==> src/rtl/mips32_muldiv.sv <==
// Multi-cycle MULT/MULTU/DIV/DIVU unit holding the architectural HI/LO registers.
// Operands are reduced to magnitudes, iterated one bit per cycle, then sign-corrected.
module mips32_muldiv #(
    parameter int DATAWIDTH = 32,
    parameter int WIDTH     = $clog2(DATAWIDTH)
) (
    input  logic                 clk,
    input  logic                 rst_n,
    input  logic [2:0]           MD_op,
    input  logic                 start,
    input  logic [DATAWIDTH-1:0] A_in,
    input  logic [DATAWIDTH-1:0] B_in,
    output logic                 busy,
    output logic                 done,
    output logic                 Div_zero,
    output logic [DATAWIDTH-1:0] HI_out,
    output logic [DATAWIDTH-1:0] LO_out
);

    localparam int W = DATAWIDTH;

    typedef enum logic [1:0] {
        IDLE,
        RUN,
        FIX
    } state_t;

    state_t           state_q, state_d;
    logic [WIDTH-1:0] cnt_q, cnt_d;
    logic [2*W-1:0]   acc_q, acc_d;
    logic [W-1:0]     opB_q, opB_d;
    logic             isDiv_q, isDiv_d;
    logic             negRes_q, negRes_d;
    logic             negRem_q, negRem_d;
    logic [W-1:0]     hi_q, hi_d;
    logic [W-1:0]     lo_q, lo_d;
    logic             busy_q, busy_d;
    logic             done_q, done_d;
    logic             divZero_q, divZero_d;

    logic             signedOp;
    logic             aNeg;
    logic             bNeg;
    logic [W-1:0]     absA;
    logic [W-1:0]     absB;
    logic [W:0]       addSum;
    logic [2*W-1:0]   mulNext;
    logic [W:0]       remShift;
    logic [W:0]       diff;
    logic [2*W-1:0]   divNext;
    logic [W-1:0]     quoRaw;
    logic [W-1:0]     remRaw;
    logic [W-1:0]     quoFix;
    logic [W-1:0]     remFix;
    logic [2*W-1:0]   prodFix;

    // Magnitude of 0x80000000 is 2^31, which still fits unsigned in W bits.
    assign signedOp = ~MD_op[0];
    assign aNeg     = signedOp & A_in[W-1];
    assign bNeg     = signedOp & B_in[W-1];
    assign absA     = aNeg ? -A_in : A_in;
    assign absB     = bNeg ? -B_in : B_in;

    // Multiply: acc = {partial product, remaining multiplier bits}.
    assign addSum  = {1'b0, acc_q[2*W-1:W]} + (acc_q[0] ? {1'b0, opB_q} : {(W+1){1'b0}});
    assign mulNext = {addSum, acc_q[W-1:1]};

    // Divide: acc = {partial remainder, dividend shifting into quotient}.
    assign remShift = acc_q[2*W-1:W-1];
    assign diff     = remShift - {1'b0, opB_q};
    assign divNext  = diff[W] ? {remShift[W-1:0], acc_q[W-2:0], 1'b0}
                              : {diff[W-1:0],     acc_q[W-2:0], 1'b1};

    assign quoRaw  = acc_q[W-1:0];
    assign remRaw  = acc_q[2*W-1:W];
    assign quoFix  = negRes_q ? -quoRaw : quoRaw;
    assign remFix  = negRem_q ? -remRaw : remRaw;
    assign prodFix = negRes_q ? -acc_q : acc_q;

    always_ff @(posedge clk or negedge rst_n) begin
        if (!rst_n) begin
            state_q   <= IDLE;
            cnt_q     <= '0;
            acc_q     <= '0;
            opB_q     <= '0;
            isDiv_q   <= 1'b0;
            negRes_q  <= 1'b0;
            negRem_q  <= 1'b0;
            hi_q      <= '0;
            lo_q      <= '0;
            busy_q    <= 1'b0;
            done_q    <= 1'b0;
            divZero_q <= 1'b0;
        end else begin
            state_q   <= state_d;
            cnt_q     <= cnt_d;
            acc_q     <= acc_d;
            opB_q     <= opB_d;
            isDiv_q   <= isDiv_d;
            negRes_q  <= negRes_d;
            negRem_q  <= negRem_d;
            hi_q      <= hi_d;
            lo_q      <= lo_d;
            busy_q    <= busy_d;
            done_q    <= done_d;
            divZero_q <= divZero_d;
        end
    end

    always_comb begin
        state_d   = state_q;
        cnt_d     = cnt_q;
        acc_d     = acc_q;
        opB_d     = opB_q;
        isDiv_d   = isDiv_q;
        negRes_d  = negRes_q;
        negRem_d  = negRem_q;
        hi_d      = hi_q;
        lo_d      = lo_q;
        busy_d    = busy_q;
        done_d    = 1'b0;
        divZero_d = 1'b0;

        case (state_q)
            IDLE: begin
                if (start) begin
                    case (MD_op)
                        3'd0, 3'd1, 3'd2, 3'd3: begin
                            // A zero divisor finishes immediately and leaves HI/LO alone.
                            if (MD_op[1] && (B_in == '0)) begin
                                done_d    = 1'b1;
                                divZero_d = 1'b1;
                            end else begin
                                isDiv_d  = MD_op[1];
                                negRes_d = aNeg ^ bNeg;
                                negRem_d = aNeg;
                                opB_d    = absB;
                                acc_d    = {{W{1'b0}}, absA};
                                cnt_d    = '0;
                                busy_d   = 1'b1;
                                state_d  = RUN;
                            end
                        end
                        3'd4:    hi_d = A_in;
                        3'd5:    lo_d = A_in;
                        default: ;
                    endcase
                end
            end
            RUN: begin
                acc_d = isDiv_q ? divNext : mulNext;
                cnt_d = cnt_q + WIDTH'(1);
                if (cnt_q == WIDTH'(W - 1)) begin
                    cnt_d   = '0;
                    state_d = FIX;
                end
            end
            FIX: begin
                if (isDiv_q) begin
                    lo_d = quoFix;
                    hi_d = remFix;
                end else begin
                    hi_d = prodFix[2*W-1:W];
                    lo_d = prodFix[W-1:0];
                end
                busy_d  = 1'b0;
                done_d  = 1'b1;
                state_d = IDLE;
            end
            default: state_d = IDLE;
        endcase
    end

    assign busy     = busy_q;
    assign done     = done_q;
    assign Div_zero = divZero_q;
    assign HI_out   = hi_q;
    assign LO_out   = lo_q;

endmodule

==> config.mk <==
export PLATFORM = sky130hd
export DESIGN_NAME = mips32_muldiv
export DESIGN_NICKNAME = d
export VERILOG_FILES = /design/src/rtl/mips32_muldiv.sv
export SDC_FILE = /design/constraint.sdc
export NUM_CORES = 1
export LEC_CHECK = 0
export BUFFER_PORTS_ARGS = -buffer_cell sky130_fd_sc_hd__buf_2
export CAP_MARGIN = 15
export CORE_MARGIN = 2
export CORE_UTILIZATION = 55
export DETAILED_ROUTE_END_ITERATION = 8
export GPL_TIMING_DRIVEN = 0
export PLACE_DENSITY = 0.86
export SKIP_LAST_GASP = 1
export SYNTH_ARGS = -nofsm -noshare
export SYNTH_HDL_FRONTEND = slang
export SYNTH_SLANG_ARGS = --single-unit
==> constraint.sdc <==
create_clock -name clk -period 8 [get_ports clk]
set_clock_uncertainty 0.15 [all_clocks]
set_input_delay 2.4 -clock clk [delete_from_list [all_inputs] [get_ports clk]]
set_output_delay 2.4 -clock clk [all_outputs]
set_load 0.03 [all_outputs]
==> impl_results.md <==
* Synth unique cells at 77
* Core area at 0.0261 mm²
* DR iter-0 viols at 1711
* CTS resizes at 0
* R2R depth at 13
* Clk Latency, worst-skew pair at 0.46 ns
* Fin util at 0.625
* Cell with the most instances after synthesis: nand2_1
* Detailed-route vias per instance at 6.41
* Grt ovf at 0
* N_diodes at 0
* Vias in the first global route at 14200
* Largest cells by area after synthesis: dfrtp_1, o21ai_0, ha_1
* Area occupied by multi-input gates at 0.00960 mm²
* Vias at 15000
* First-pass GRT wire length at 77700 µm
* H-Tree Depth at 4
* Initial core utilization at 0.561
* CTS root buf: clkbuf_16
* Die X at 167 µm
* Post-synth top cells: nand2_1, nor2_1, o21ai_0, dfrtp_1, a21oi_1
* VDD IR-drop max at 0.251 mV
* WP data arrival at 5.78 ns
* RSZ-0062 raised after global routing: no
* Layout cells sized above 1 at 0.117
* Async SR Flop Fraction at 1.00
* Register area at 0.00433 mm²
* Register area share after synthesis at 0.296
* Setup TNS at 0 ns
* IO buf count at 136
* Crit. End Element: register
* Syn avg cell area at 7.94 µm²
* Routed len/inst at 21.2 µm
* Residual DRC at 0
* Placer Congestion at 0.995
* Post-layout min period at 5.64 ns
* EDFF count, synth at 0
* Hold path endpoint: LO_out[16]
* Area leader, netlist: dfrtp_1
* Layout Nets at 2139
* Startpoint types: input port
* Required @ worst endpoint at 8.14 ns
* Max-Slew Margin vs Limit at 0.372
* Fill count at 2306
* Rows at 59
* Seq cells post-synth at 173
* Hold buffer count at cts at 0
* Worst Hold Launch: LO_out[16]
* R2R Path End: acc_q[61]
* Synth Cell Area at 0.0146 mm²
* Yosys warns at 0
* Synth Instances at 1841
* Leak at 7.31 nW
* Final worst-path cycle share at 0.705
* Slew Viols, Final at 0
* Top cell type's share of synthesized area at 0.296
* Drt total wl at 49600 µm
* CTS clk-pin slew, worst paths at 0.07 ns
* GRT Overall Usage at 0.351
* TritonCTS Buffers at 17
* Longest Clk Path Bufs at 2
* Total of max-cap violations at 0
* Endpoints failing setup at 0
* Power per cell area at 518 mW/mm²
* Hold path depth at 2
* I/O Pins at 137
* Sink Count at 173
* FF-to-FF setup slack at 3.23 ns
* CTS tree: built
* Die Span Y at 167 µm
* RR Startpoint: acc_q[0]
* Largest net degree at the start of global routing at 105
* Initial antenna violation count at 0
* Worst-Margin Slew at 0.933 ns
* Crit path kind: in2reg
* Router iterations before antenna repair at 6
* Status: finished clean
* HPWL Detailed at 38900 µm
* Worst hold-check path type: reg2reg
* Syn nets at 1983
* Fmax achieved at 0.177 GHz
* # Post-CTS Setup Buffers at 0
* Final hold viol count at 0
* Main synth FF type: dfrtp_1
* Crit path max fanout at 10
* Final ANT Viol Nets at 0
* Syn-to-layout area delta at 11.5%
* Die ar. at 0.0279 mm²
==> where the power goes <==
group          switching [mW]  total, mW  leakage (nW)  internal (mW)
sequential              0.494       1.80          2.12           1.31
clock                   0.406      0.812         0.267          0.406
combinational            3.62       5.83          4.93           2.21
==> cells by family (layout without fill, tap and decap cells) <==
group	after synthesis	in the layout	share of synthesized area
xor+xnor	166	166	0.0995
fa+ha+maj	72	72	0.0626
mux	72	72	0.0496
compound gates	575	575	0.248
simple gates	616	616	0.197
buf+inv	167	336	0.0473
flops	173	173	0.296
==> layer usage <==
metal	vias to the layer above	share of wire	GRT usage
met5	-	0	0
met2	897	0.45	0.571
met4	0	0.060	0.182
li1	6900	-	-
met3	185	0.090	0.0594
met1	7042	0.40	0.450
==> worst max-delay path, cell delays in order <==
cell      delay [ns]
buf_2           0.12
inv_1           0.14
ha_1            0.24
or4b_4          0.52
nor4_4          0.37
nand4b_1        0.26
nor3_2          0.46
a311o_1         0.34
buf_4           0.22
clkbuf_1        0.49
o21ai_0         0.22
==> cell type report <==
cell class,count,share of cell area
buffer,105,0.0282
clock buffer,19,0.0266
clock inverter,13,0.00668
inverter,62,0.0143
multi-input combinational,1501,0.589
sequential,173,0.266
tap,335,0.0257
timing repair buffer,137,0.0441
==> state kept, by name (all words and copies together), names as in the netlist <==
register  flops
Div_zero      1
HI_out       32
LO_out       32
acc_q        64
busy          1
cnt_q         5
done          1
isDiv_q       1
negRem_q      1
negRes_q      1
opB_q        32
state_q       2
==> layout by cell type, fill, tap and decap left out, types with 6 or more instances in the layout <==
cell type,count
nand2_1,222
nor2_1,198
o21ai_0,188
dfrtp_1,173
buf_2,142
a21oi_1,133
xnor2_1,93
clkbuf_1,81
xor2_1,73
ha_1,70
mux2i_1,69
inv_1,62
o31ai_1,49
nor3_1,34
a21o_1,32
nand3_1,25
a21oi_2,25
nand2b_1,23
a22oi_1,18
clkbuf_16,17
a31oi_1,16
or3_1,15
nor4_1,14
nor2b_1,14
or4_1,12
o21a_1,12
a211oi_1,11
o41ai_1,11
nand4_1,10
o221ai_1,10
buf_1,9
o21ai_1,9
and2_1,8
o21bai_1,8
o211ai_1,8
nor3b_1,6
or2_2,6
==> metrics by stage <==
| stage | total power [mW] | hold slack (ns) | worst slack (ns) | std cells | cell area, µm² |
|---|---|---|---|---|---|
| global route | 9.04 | 0.355 | 2.30 | 2345 | 16300 |
| detailed placement | 7.47 | 0.315 | 2.02 | 2313 | 15800 |
| floorplan | 5.93 | 0.299 | 2.98 | 1841 | 14600 |
| finish | 8.45 | 0.329 | 2.36 | 2345 | 16300 |
| CTS | 8.30 | 0.331 | 2.46 | 2345 | 16300 |
| global placement | 7.32 | 0.306 | 1.62 | 2312 | 15700 |
==> worst max-delay path by stage <==
stage                 start        end
floorplan           B_in[0]    isDiv_q
global placement      rst_n  opB_q[28]
detailed placement  B_in[0]   acc_q[2]
CTS                 B_in[0]   acc_q[2]
global route        B_in[0]   acc_q[2]
finish              B_in[0]   acc_q[1]
Note: power is estimated with default switching activity, not from simulation.
